===== config.mk =====
export PLATFORM = sky130hd
export DESIGN_NAME = vec_mem_seq_flat
export DESIGN_NICKNAME = d
export VERILOG_FILES = /design/src/rtl/vec_mem_seq_if.sv /design/src/rtl/vec_mem_seq.sv /design/src/flat_wrapper.sv
export SDC_FILE = /design/constraint.sdc
export NUM_CORES = 1
export LEC_CHECK = 0
export ABC_AREA = 1
export CAP_MARGIN = 20
export CORE_MARGIN = 2
export CORE_UTILIZATION = 24
export CTS_CLUSTER_DIAMETER = 150
export DETAILED_ROUTE_END_ITERATION = 10
export MAX_ROUTING_LAYER = met4
export PLACE_DENSITY = 0.46
export SYNTH_ARGS = -nofsm -noshare
export SYNTH_HDL_FRONTEND = slang
export SYNTH_SLANG_ARGS = --single-unit

===== constraint.sdc =====
create_clock -name clk -period 35.6 [get_ports clk]
set_clock_uncertainty 0.1 [all_clocks]
set_input_delay 7.12 -clock clk [delete_from_list [all_inputs] [get_ports clk]]
set_output_delay 7.12 -clock clk [all_outputs]
set_load 0.005 [all_outputs]

===== src/rtl/vec_mem_seq_if.sv =====
// Bus bundle between decode/control, the vector sequencer and the memory port.
// Latency: none, wires only.
// Backpressure: none; start is a plain request pulse, memory is fixed latency.
interface vec_mem_seq_if #(
  parameter int ELEM_W   = 16,
  parameter int NUM_ELEM = 16,
  parameter int ADDR_W   = 16
);
  // control side
  logic                       start;
  logic                       is_store;
  logic [ADDR_W-1:0]          base_addr;
  logic [ELEM_W*NUM_ELEM-1:0] st_data;
  logic                       busy;
  logic                       done;
  logic                       ld_valid;
  logic [ELEM_W*NUM_ELEM-1:0] ld_data;
  // memory side
  logic [ADDR_W-1:0]          mem_addr;
  logic                       mem_rd;
  logic                       mem_wr;
  logic [ELEM_W-1:0]          mem_dout;
  logic [ELEM_W-1:0]          mem_din;

  // sequencer view
  modport slave (
    input  start, is_store, base_addr, st_data, mem_din,
    output busy, done, ld_valid, ld_data, mem_addr, mem_rd, mem_wr, mem_dout
  );

  // environment view (decode/control plus memory)
  modport master (
    output start, is_store, base_addr, st_data, mem_din,
    input  busy, done, ld_valid, ld_data, mem_addr, mem_rd, mem_wr, mem_dout
  );
endinterface


===== src/rtl/vec_mem_seq.sv =====
// Vector load/store sequencer: moves one vector register over the element-wide memory bus.
// Latency: store done 17 cycles after start, load done/ld_valid 18 cycles after start.
// Backpressure: none; start is only sampled in IDLE, requests while busy are dropped.
module vec_mem_seq #(
  parameter int ELEM_W   = 16,
  parameter int NUM_ELEM = 16,
  parameter int ADDR_W   = 16
) (
  input  logic          clk,
  input  logic          rst,
  vec_mem_seq_if.slave  bus
);

  localparam int VEC_W = ELEM_W * NUM_ELEM;
  localparam int IDX_W = (NUM_ELEM > 1) ? $clog2(NUM_ELEM) : 1;
  localparam logic [IDX_W-1:0] LAST = IDX_W'(NUM_ELEM - 1);

  typedef enum logic [2:0] {
    IDLE      = 3'd0,
    STORE     = 3'd1,
    LOAD      = 3'd2,
    LOAD_TAIL = 3'd3,
    DONE      = 3'd4
  } state_t;

  state_t            state;
  state_t            state_nxt;
  logic [IDX_W-1:0]  idx;
  logic [ADDR_W-1:0] base_q;
  logic              op_st_q;
  logic [VEC_W-1:0]  st_q;
  logic [VEC_W-1:0]  ld_q;
  logic [NUM_ELEM-1:0] ld_we;
  logic [ELEM_W-1:0] st_elem;

  // state register
  always_ff @(posedge clk or posedge rst) begin
    if (rst) state <= IDLE;
    else     state <= state_nxt;
  end

  // request latch, element index and load assembly register
  always_ff @(posedge clk or posedge rst) begin
    if (rst) begin
      idx     <= '0;
      base_q  <= '0;
      op_st_q <= 1'b0;
      st_q    <= '0;
      ld_q    <= '0;
    end else begin
      if (state == IDLE && bus.start) begin
        base_q  <= bus.base_addr;
        op_st_q <= bus.is_store;
        st_q    <= bus.st_data;
        idx     <= '0;
      end else if (state == STORE || state == LOAD) begin
        idx <= idx + 1'b1;
      end
      for (int i = 0; i < NUM_ELEM; i++) begin
        if (ld_we[i]) ld_q[ELEM_W*i +: ELEM_W] <= bus.mem_din;
      end
    end
  end

  // load write enables: read data trails mem_rd by one cycle, so element idx-1 lands now
  always_comb begin
    ld_we = '0;
    for (int i = 0; i < NUM_ELEM - 1; i++) begin
      if (state == LOAD && idx == IDX_W'(i + 1)) ld_we[i] = 1'b1;
    end
    if (state == LOAD_TAIL) ld_we[NUM_ELEM-1] = 1'b1;
  end

  // store element select from the latched vector
  always_comb begin
    st_elem = '0;
    for (int i = 0; i < NUM_ELEM; i++) begin
      if (idx == IDX_W'(i)) st_elem = st_q[ELEM_W*i +: ELEM_W];
    end
  end

  // next state and outputs, all decoded from registered state
  always_comb begin
    state_nxt    = state;
    bus.busy     = 1'b1;
    bus.done     = 1'b0;
    bus.ld_valid = 1'b0;
    bus.mem_rd   = 1'b0;
    bus.mem_wr   = 1'b0;
    bus.mem_addr = '0;
    bus.mem_dout = '0;
    case (state)
      IDLE: begin
        bus.busy = 1'b0;
        if (bus.start) state_nxt = bus.is_store ? STORE : LOAD;
      end
      STORE: begin
        bus.mem_wr   = 1'b1;
        bus.mem_addr = base_q + ADDR_W'(idx);
        bus.mem_dout = st_elem;
        if (idx == LAST) state_nxt = DONE;
      end
      LOAD: begin
        bus.mem_rd   = 1'b1;
        bus.mem_addr = base_q + ADDR_W'(idx);
        if (idx == LAST) state_nxt = LOAD_TAIL;
      end
      LOAD_TAIL: begin
        state_nxt = DONE;
      end
      DONE: begin
        bus.done     = 1'b1;
        bus.ld_valid = ~op_st_q;
        state_nxt    = IDLE;
      end
      default: begin
        state_nxt = IDLE;
      end
    endcase
  end

  assign bus.ld_data = ld_q;

endmodule


===== src/flat_wrapper.sv =====
// flat-port wrapper written by rule: the top's interface ports become plain ports
module vec_mem_seq_flat 
#(
  parameter int ELEM_W   = 16,
  parameter int NUM_ELEM = 16,
  parameter int ADDR_W   = 16
)
  (clk, rst, bus_start, bus_is_store, bus_base_addr, bus_st_data, bus_mem_din, bus_busy, bus_done, bus_ld_valid, bus_ld_data, bus_mem_addr, bus_mem_rd, bus_mem_wr, bus_mem_dout);
  vec_mem_seq_if #(.ELEM_W(ELEM_W), .NUM_ELEM(NUM_ELEM), .ADDR_W(ADDR_W)) bus_i ();
  input  logic clk;
  input  logic rst;
  input wire logic [$bits(bus_i.start)-1:0] bus_start;
  input wire logic [$bits(bus_i.is_store)-1:0] bus_is_store;
  input wire logic [$bits(bus_i.base_addr)-1:0] bus_base_addr;
  input wire logic [$bits(bus_i.st_data)-1:0] bus_st_data;
  input wire logic [$bits(bus_i.mem_din)-1:0] bus_mem_din;
  output wire logic [$bits(bus_i.busy)-1:0] bus_busy;
  output wire logic [$bits(bus_i.done)-1:0] bus_done;
  output wire logic [$bits(bus_i.ld_valid)-1:0] bus_ld_valid;
  output wire logic [$bits(bus_i.ld_data)-1:0] bus_ld_data;
  output wire logic [$bits(bus_i.mem_addr)-1:0] bus_mem_addr;
  output wire logic [$bits(bus_i.mem_rd)-1:0] bus_mem_rd;
  output wire logic [$bits(bus_i.mem_wr)-1:0] bus_mem_wr;
  output wire logic [$bits(bus_i.mem_dout)-1:0] bus_mem_dout;
  assign bus_i.start = bus_start;
  assign bus_i.is_store = bus_is_store;
  assign bus_i.base_addr = bus_base_addr;
  assign bus_i.st_data = bus_st_data;
  assign bus_i.mem_din = bus_mem_din;
  assign bus_busy = bus_i.busy;
  assign bus_done = bus_i.done;
  assign bus_ld_valid = bus_i.ld_valid;
  assign bus_ld_data = bus_i.ld_data;
  assign bus_mem_addr = bus_i.mem_addr;
  assign bus_mem_rd = bus_i.mem_rd;
  assign bus_mem_wr = bus_i.mem_wr;
  assign bus_mem_dout = bus_i.mem_dout;
  vec_mem_seq #(.ELEM_W(ELEM_W), .NUM_ELEM(NUM_ELEM), .ADDR_W(ADDR_W)) u_core (.clk(clk), .rst(rst), .bus(bus_i));
endmodule

==> impl_metrics.env, run 1 <==
export IMPL_synthFlopType="dfrtp_1"
export IMPL_worstRegToRegCells=7
export IMPL_syn_area_um2=22700
export IMPL_pin_count=585
export IMPL_rsz0062_at_grt="false"
export IMPL_rrSetupSlack_ns=31.85
export IMPL_path_class="reg2out"
export IMPL_synth_top_area_share=0.592
export IMPL_synthAdderAreaFrac=0.00530
export IMPL_routed_wl_um=93600
export IMPL_synth_cells=2744
export IMPL_layout_setup_ws_ns=23.74
export IMPL_hp_class="reg2reg"
export IMPL_yosys_top_cells_area="dfrtp_1 59%, nand2_1 17%, a21oi_1 5.9%"
export IMPL_path_max_fanout=20
export IMPL_wl_per_cell_um=20.5
export IMPL_hold_path_depth=2
export IMPL_p_leak_uw=0.0143
export IMPL_area_growth_pct=40.7
export IMPL_synthArstFlopShare=1.00
export IMPL_grt_pass1_vias=19900
export IMPL_hold_end="u_core.st_q[242]"
export IMPL_grt_ovfl_total=0
export IMPL_clkLatencyLatePin_ns=0.59
export IMPL_hold_viol=0
export IMPL_yosys_register_bits=536
export IMPL_outcome="finished clean"
export IMPL_slew_headroom=0.104
export IMPL_start_util=0.242
export IMPL_track_usage=0.196
export IMPL_max_cap_viol_count=0
export IMPL_period_needed_ns=11.86
export IMPL_power_per_cell_area_nw_per_um2=83.8
export IMPL_cts_sinks=536
export IMPL_clk_path_buf_depth=3
export IMPL_tritoncts="built"
export IMPL_synth_compound_area_share=0.0955
export IMPL_fmax_mhz=84.3
export IMPL_cp_arrival_ns=4.64
export IMPL_finalSetupTns_ns=0
export IMPL_port_buffers=584
export IMPL_cts_resized=0
export IMPL_drt_drc_violations_left=0
export IMPL_antenna_found_initial=6
export IMPL_holdCritStartpoint="u_core.st_q[242]"
export IMPL_setup_violations_final=0
export IMPL_rows=112
export IMPL_holdBufCountCts=0
export IMPL_clk_pin_slew_worst_paths_ns=0.06
export IMPL_required_ns=28.38
export IMPL_yosysTopAreaCell="dfrtp_1"
export IMPL_syn_nets=3045
export IMPL_gp_congestion=0.800
export IMPL_slew_violations=0
export IMPL_synth_top_family_by_area="simple AND/OR/NAND/NOR gates"
export IMPL_synth_simple_gate_area_frac=0.257
export IMPL_ys_seq_area_frac=0.592
export IMPL_die_w_um=311
export IMPL_fin_area_um2=31900
export IMPL_cts_max_level=3
export IMPL_ir_drop_uv=36.4
export IMPL_dp_worst_setup_slack_ns=24.09
export IMPL_cts_buffers=67
export IMPL_first_iter_violations=1546
export IMPL_yosysUniqueCellTypes=29
export IMPL_core_area_um2=93500
export IMPL_dr_pass1_iters=5
export IMPL_avgViaCountPerCell=4.36
export IMPL_yosysWarningCount=0
export IMPL_avgSynthCellArea_um2=8.26
export IMPL_cp_start_kind="register"
export IMPL_grt_max_degree=200
export IMPL_rr_endpoint="u_core.bus.ld_data[129]"
export IMPL_endpoint_kind="output pin"
export IMPL_tightestPinTransition_ns=1.34
export IMPL_cts_root_buf="clkbuf_16"
export IMPL_layout_drive_gt1_share=0.0505
export IMPL_grt_pass1_wl_um=137000
export IMPL_fin_crit_sh=0.333
export IMPL_synth_edf_count=0
export IMPL_muxShareOfSynthArea=0
export IMPL_fill_cells=9950
export IMPL_postPlaceCellArea_um2=29700
export IMPL_power_uw=2670
export IMPL_die_y_um=311
export IMPL_r2r_start="u_core.idx[1]"
export IMPL_whs_ns=0.374
export IMPL_die_area_um2=96900
export IMPL_drtAntennaViolNets=0
export IMPL_final_nets=3567
export IMPL_cts_setup_buffers=0
export IMPL_synth_xor_area_frac=0
export IMPL_dp_hpwl_um=67000
export IMPL_vias=19900
[where the power goes]
group	total, uW	switching [uW]	internal [uW]
sequential	984	134	850
clock	662	273	389
combinational	1030	606	419
[layout by cell type (no fill, tap or decap), types with 2 or more instances in the layout]
| cell type | netlist | routed |
|---|---|---|
| buf_4 | 3 | 29 |
| nor2_2 | 5 | 16 |
| clkinv_2 | 0 | 5 |
| clkdlybuf4s50_1 | 0 | 584 |
| clkinv_4 | 0 | 2 |
| ha_1 | 8 | 8 |
| o22ai_1 | 3 | 3 |
| inv_8 | 0 | 2 |
| nand3_1 | 114 | 112 |
| a211oi_1 | 2 | 2 |
| buf_12 | 0 | 2 |
| nand2_1 | 1050 | 1050 |
| clkbuf_1 | 117 | 17 |
| inv_1 | 114 | 112 |
| clkbuf_8 | 0 | 9 |
| o211ai_1 | 7 | 7 |
| buf_16 | 0 | 2 |
| nor2_1 | 285 | 273 |
| a31oi_1 | 2 | 2 |
| a21oi_1 | 269 | 269 |
| and3_1 | 3 | 3 |
| clkbuf_16 | 0 | 69 |
| clkinv_8 | 0 | 2 |
| dfrtp_1 | 536 | 536 |
| o21ai_0 | 142 | 142 |
| nor2_4 | 4 | 5 |
| inv_2 | 4 | 4 |
| bufinv_16 | 0 | 2 |
| diode_2 | 0 | 4 |
| nand2_2 | 4 | 4 |
| nor3_1 | 15 | 12 |
| nor3_2 | 0 | 3 |
| or2_2 | 6 | 6 |
[cell type report]
class	instances	area, um2	area share
clock inverter	13	164	0.00514
inverter	119	462	0.0145
antenna	4	10.0	0.000314
tap	1254	1570	0.0492
timing repair buffer	618	6170	0.193
multi-input combinational	1924	8180	0.257
clock buffer	95	1910	0.0600
sequential	536	13400	0.421
[Yosys cell counts, types with 3 or more instances]
cell type,number
and3_1,3
nand3_1,114
buf_2,43
nor2_4,4
clkbuf_1,117
ha_1,8
o21ai_0,142
nand2_1,1050
a21oi_1,269
or2_2,6
nor2_2,5
buf_4,3
inv_1,114
dfrtp_1,536
inv_2,4
o211ai_1,7
o22ai_1,3
nor2_1,285
nor3_1,15
nand2_2,4
[state kept, by name, indices dropped and copies added (netlist names)]
register            flops
u_core.op_st_q          1
u_core.idx              4
u_core.st_q           256
u_core.state            3
u_core.bus.ld_data    256
u_core.base_q          16
[per-stage QoR]
stage               utilization  std cells
floorplan                     -       2744
global placement          0.318       4448
detailed placement        0.318       4448
CTS                       0.340       4556
global route              0.341       4563
finish                    0.341       4563
[worst max-delay path, stage by stage (launching register included)]
cell	delay (ns)
dfrtp_1	0.42
inv_1	0.16
ha_1	0.22
inv_1	0.41
nor2_2	0.68
clkinv_1	0.62
o21ai_0	0.32
inv_1	0.06
nand2_1	0.12
nand2_1	0.07
nand3_1	0.17
nand2_1	0.08
a21oi_1	0.19
clkdlybuf4s50_1	0.55
[per-layer routing]
layer	vias up	part of all wire	GRT usage
met5	-	0	-
met4	0	0.028	0.0579
met3	124	0.058	0.0427
met2	547	0.48	0.320
met1	9531	0.43	0.244
li1	9711	-	-
[worst max-delay path by stage]
| stage | from | endpoint | slack (ns) |
|---|---|---|---|
| floorplan | rst | u_core.base_q[0] | 13.40 |
| global placement | rst | u_core.bus.ld_data[175] | 24.13 |
| detailed placement | rst | u_core.st_q[205] | 24.09 |
| CTS | u_core.idx[1] | bus_mem_dout[15] | 23.65 |
| global route | u_core.idx[1] | bus_mem_dout[15] | 23.29 |
| finish | u_core.idx[1] | bus_mem_dout[15] | 23.74 |
[cell families after synthesis]
| kind of cell | Yosys count |
|---|---|
| buffers and inverters | 284 |
| AOI/OAI and AO/OA | 426 |
| adders and majority gates | 9 |
| DFF | 536 |
| and+or+nand+nor | 1489 |
No activity file was read; power rests on OpenSTA's default activity.
==> run 2, diff against run 1 <==
--- a/config.mk
+++ b/config.mk
@@ -12,7 +12,7 @@
 export CTS_CLUSTER_DIAMETER = 150
 export DETAILED_ROUTE_END_ITERATION = 10
 export MAX_ROUTING_LAYER = met4
-export PLACE_DENSITY = 0.46
+export PLACE_DENSITY = 0.48
 export SYNTH_ARGS = -nofsm -noshare
 export SYNTH_HDL_FRONTEND = slang
 export SYNTH_SLANG_ARGS = --single-unit
==> constraint.sdc (replaced) <==
create_clock -name clk -period 9.8 [get_ports clk]
set_clock_uncertainty 0.1 [all_clocks]
set_input_delay 1.96 -clock clk [delete_from_list [all_inputs] [get_ports clk]]
set_output_delay 1.96 -clock clk [all_outputs]
set_load 0.005 [all_outputs]
==> impl_metrics.env, run 2 (synthesized netlist as in run 1, its figures left out) <==
export IMPL_fin_crit_sh=0.694
export IMPL_drt_drc_violations_left=0
export IMPL_cts_buffers=69
export IMPL_core_area_um2=93500
export IMPL_rsz0062_at_grt="false"
export IMPL_layout_drive_gt1_share=0.0539
export IMPL_area_growth_pct=41.6
export IMPL_cts_sinks=536
export IMPL_slew_headroom=0.258
export IMPL_layout_setup_ws_ns=3.00
export IMPL_clk_pin_slew_worst_paths_ns=0.06
export IMPL_tightestPinTransition_ns=1.11
export IMPL_dp_worst_setup_slack_ns=3.66
export IMPL_required_ns=7.74
export IMPL_period_needed_ns=6.80
export IMPL_dp_hpwl_um=66600
export IMPL_cts_max_level=3
export IMPL_hold_viol=0
export IMPL_cts_root_buf="clkbuf_16"
export IMPL_port_buffers=584
export IMPL_finalSetupTns_ns=0
export IMPL_numPlacedInstances=4447
export IMPL_p_leak_uw=0.0144
export IMPL_antenna_found_initial=6
export IMPL_clkLatencyLatePin_ns=0.60
export IMPL_instances_no_fill=4580
export IMPL_die_area_um2=96900
export IMPL_path_class="reg2out"
export IMPL_cts_resized=0
export IMPL_path_max_fanout=20
export IMPL_routed_wl_um=92900
export IMPL_hp_class="reg2reg"
export IMPL_endpoint_kind="output pin"
export IMPL_cp_arrival_ns=4.74
export IMPL_final_nets=3567
export IMPL_postPlaceCellArea_um2=29700
export IMPL_slew_violations=0
export IMPL_slowest_delay_ns=0.67
export IMPL_crit_slowest_cell="nor2_2"
export IMPL_start_util=0.242
export IMPL_track_usage=0.195
export IMPL_holdBufCountCts=0
export IMPL_grt_pass1_wl_um=136000
export IMPL_max_cap_viol_count=0
export IMPL_layout_common_cells="1050 x nand2_1, 584 x clkdlybuf4s50_1, 536 x dfrtp_1"
export IMPL_grt_max_degree=196
export IMPL_whs_ns=0.372
export IMPL_ir_drop_uv=186
export IMPL_fmax_mhz=147
export IMPL_clk_path_buf_depth=3
export IMPL_fin_area_um2=32100
export IMPL_first_iter_violations=1570
export IMPL_path_cells="inv_1 -> ha_1 -> inv_1 -> nor2_2 -> clkinv_1 -> o21ai_0 -> inv_1 -> nand2_1 -> nand2_1 -> nand3_1 -> nand2_1 -> a21oi_1 -> clkdlybuf4s50_1"
export IMPL_final_common_cell="nand2_1"
export IMPL_avgViaCountPerCell=4.35
export IMPL_cts_setup_buffers=0
export IMPL_die_y_um=311
export IMPL_rows=112
export IMPL_setup_violations_final=0
export IMPL_gp_congestion=0.805
export IMPL_dr_pass1_iters=5
export IMPL_grt_ovfl_total=0
export IMPL_die_w_um=311
export IMPL_cp_start_kind="register"
export IMPL_pin_count=585
export IMPL_vias=19900
export IMPL_grt_pass1_vias=20100
export IMPL_power_per_cell_area_nw_per_um2=307
export IMPL_drtAntennaViolNets=0
export IMPL_wl_per_cell_um=20.3
export IMPL_tritoncts="built"
export IMPL_outcome="finished clean"
export IMPL_fill_cells=9928
[run 2: final timing paths]
check,startpoint,end,slack (ns),cells after the start
max in group asynchronous,rst,u_core.bus.ld_data[136],6.26,4
min in group asynchronous,rst,u_core.st_q[26],1.83,3
hold / removal,u_core.st_q[38],u_core.st_q[38],0.37,2
hold reg to reg,u_core.st_q[38],u_core.st_q[38],0.37,2
setup reg to reg,u_core.state[0],u_core.st_q[48],5.86,6
setup / recovery,u_core.idx[1],bus_mem_dout[15],3.00,13
[run 2: area by class of cell]
type                            instances  area [um2]  area share
Tap cell                             1254        1570      0.0489
Timing Repair Buffer                  616        6160       0.192
Sequential cell                       536       13400       0.418
Multi-Input combinational cell       1924        8180       0.255
Inverter                              119         458      0.0143
Clock inverter                         20         253     0.00788
Antenna cell                            6        15.0    0.000468
Clock buffer                          105        2040      0.0636
[run 2: through the flow]
stage	total power (uW)	utilization
after floorplan	5330	-
after global placement	7330	0.318
after detailed placement	7360	0.318
after CTS	9990	0.343
after global routing	10500	0.343
final	9830	0.343
[run 2: worst max-delay path: cells and delay by family (launching register included)]
kind            cells  cell delay (ns)
buf+inv             5             1.79
simple gates        5             1.17
compound gates      2             0.51
flops               1             0.43
fa+ha+maj           1             0.21
[run 2: routing by layer]
layer	GRT usage	vias to the layer above	wire length, um
li1	-	9717	-
met2	0.324	513	45700
met4	0.0557	0	2340
met1	0.237	9579	39700
met5	-	-	0
met3	0.0440	111	5200
[run 2: power breakdown]
group	internal, uW	switching, uW	total, uW
clock	1530	1030	2560
sequential	3090	492	3580
combinational	1520	2180	3690
==> run 3, diff against run 2 <==
==> constraint.sdc (replaced) <==
create_clock -name clk -period 5.8 [get_ports clk]
set_clock_uncertainty 0.1 [all_clocks]
set_input_delay 1.16 -clock clk [delete_from_list [all_inputs] [get_ports clk]]
set_output_delay 1.16 -clock clk [all_outputs]
set_load 0.005 [all_outputs]
==> impl_metrics.env, run 3 (synthesized netlist as in run 1, its figures left out) <==
export IMPL_outcome="finished clean"
export IMPL_tritoncts="built"
export IMPL_p_sw_frac=0.380
export IMPL_endpoint_kind="output pin"
export IMPL_layout_drive_gt1_share=0.0609
export IMPL_ir_drop_uv=386
export IMPL_antenna_found_initial=12
export IMPL_slew_headroom=0.190
export IMPL_hold_end="u_core.st_q[251]"
export IMPL_cts_root_buf="clkbuf_16"
export IMPL_track_usage=0.198
export IMPL_finalSetupTns_ns=0
export IMPL_dr_pass1_iters=5
export IMPL_die_area_um2=96900
export IMPL_area_growth_pct=42.5
export IMPL_cp_start_kind="register"
export IMPL_die_w_um=311
export IMPL_period_needed_ns=5.51
export IMPL_core_area_um2=93500
export IMPL_layout_common_cells="1050 x nand2_1, 584 x clkdlybuf4s50_1, 536 x dfrtp_1"
export IMPL_fmax_mhz=182
export IMPL_rows=112
export IMPL_gp_congestion=0.853
export IMPL_r2r_start="u_core.idx[1]"
export IMPL_grt_max_degree=201
export IMPL_drtAntennaViolNets=0
export IMPL_power_uw=16800
export IMPL_holdBufCountCts=0
export IMPL_avgViaCountPerCell=4.40
export IMPL_drt_drc_violations_left=0
export IMPL_cp_arrival_ns=4.25
export IMPL_pwr_share_clk=0.257
export IMPL_cts_buffers=67
export IMPL_pin_count=585
export IMPL_p_seq_frac=0.369
export IMPL_tightestPinTransition_ns=1.22
export IMPL_final_nets=3588
export IMPL_max_cap_viol_count=0
export IMPL_cts_sinks=536
export IMPL_dp_hpwl_um=69600
export IMPL_worstRegToRegCells=9
export IMPL_vias=20200
export IMPL_hold_viol=0
export IMPL_p_sw_uw=6360
export IMPL_port_buffers=584
export IMPL_required_ns=4.54
export IMPL_setup_violations_final=0
export IMPL_rrSetupSlack_ns=2.84
export IMPL_routed_wl_um=95100
export IMPL_rsz0062_at_grt="false"
export IMPL_final_common_cell="nand2_1"
export IMPL_holdCritStartpoint="u_core.st_q[251]"
export IMPL_hold_path_depth=2
export IMPL_pwr_share_comb=0.374
export IMPL_p_leak_uw=0.0145
export IMPL_fin_crit_sh=0.949
export IMPL_grt_ovfl_total=0
export IMPL_clk_pin_slew_worst_paths_ns=0.06
export IMPL_grt_pass1_wl_um=139000
export IMPL_start_util=0.242
export IMPL_path_class="reg2out"
export IMPL_cts_max_level=3
export IMPL_die_y_um=311
export IMPL_path_max_fanout=11
export IMPL_power_per_cell_area_nw_per_um2=519
export IMPL_clk_path_buf_depth=3
export IMPL_slew_violations=0
export IMPL_hp_class="reg2reg"
export IMPL_wl_per_cell_um=20.7
export IMPL_dp_worst_setup_slack_ns=0.791
export IMPL_grt_pass1_vias=20200
export IMPL_first_iter_violations=1596
export IMPL_layout_setup_ws_ns=0.295
export IMPL_clkLatencyLatePin_ns=0.60
export IMPL_rr_endpoint="u_core.bus.ld_data[132]"
export IMPL_p_int_uw=10400
==> run 3: layout make-up <==
| cell class | count | area (um2) |
|---|---|---|
| clock inverters | 20 | 280 |
| repair buffers | 637 | 6360 |
| fillers | 9983 | 61200 |
| diodes | 10 | 25.0 |
| multi-input cells | 1925 | 8190 |
| clock buffers | 98 | 1970 |
| repair inverters | 1 | 5.00 |
| inverters | 119 | 465 |
| well taps | 1254 | 1570 |
| flip-flops and latches | 536 | 13400 |
==> run 3: critical path, stage by stage (launching register included) <==
cell and delay, ns:
dfrtp_1 0.43, inv_1 0.16, ha_1 0.35, clkinvlp_4 0.29
nor2_4 0.18, buf_4 0.20, nand2_1 0.07, nand3_1 0.08
o211ai_1 0.10, nand3_1 0.14, nand2_1 0.08, nand3_1 0.10
nand2_1 0.09, nand3_1 0.09, nand2_1 0.06, nand2_1 0.11
nand2_1 0.07, nand3_1 0.19, nand2_1 0.09, a21oi_1 0.20
clkdlybuf4s50_1 0.56
==> run 3: worst max path at each step <==
stage	start	end	slack [ns]	cells after the start
2_1_floorplan	rst	u_core.base_q[0]	-2.75	1
3_3_place_gp	u_core.idx[1]	bus_mem_dout[13]	0.85	19
3_5_place_dp	u_core.idx[1]	bus_mem_dout[3]	0.79	19
4_1_cts	u_core.idx[1]	bus_mem_dout[3]	0.12	19
5_1_grt	u_core.idx[1]	bus_mem_dout[0]	0.03	20
6_report	u_core.idx[1]	bus_mem_dout[15]	0.29	20
==> run 3: what timing repair did <==
item,CTS,global route
buffers inserted,0,5
setup endpoints to repair,0,16
gates resized for setup,0,3
==> run 3: per-stage QoR <==
| stage | instance area (um2) | hold slack [ns] | cells | utilization |
|---|---|---|---|---|
| 2_1_floorplan | 22700 | 0.341 | 2744 | - |
| 3_3_place_gp | 29900 | 0.358 | 4464 | 0.320 |
| 3_5_place_dp | 29900 | 0.360 | 4465 | 0.320 |
| 4_1_cts | 32200 | 0.376 | 4583 | 0.344 |
| 5_1_grt | 32300 | 0.395 | 4599 | 0.345 |
| 6_report | 32300 | 0.373 | 4600 | 0.345 |
==> run 3: power by group through the flow <==
stage	combinational (uW)	clock, uW	sequential [uW]
3_3_place_gp	6230	0	6230
6_report	6260	4300	6180
5_1_grt	6970	4560	6340
3_5_place_dp	6290	0	6220
4_1_cts	6310	4420	6180
2_1_floorplan	3060	0	5950
==> run 3: metal layers <==
metal  track usage  routed length [um]
met1         0.246               40700
met4        0.0650                3200
met3        0.0407                5720
met2         0.323               45500
met5             -                   0
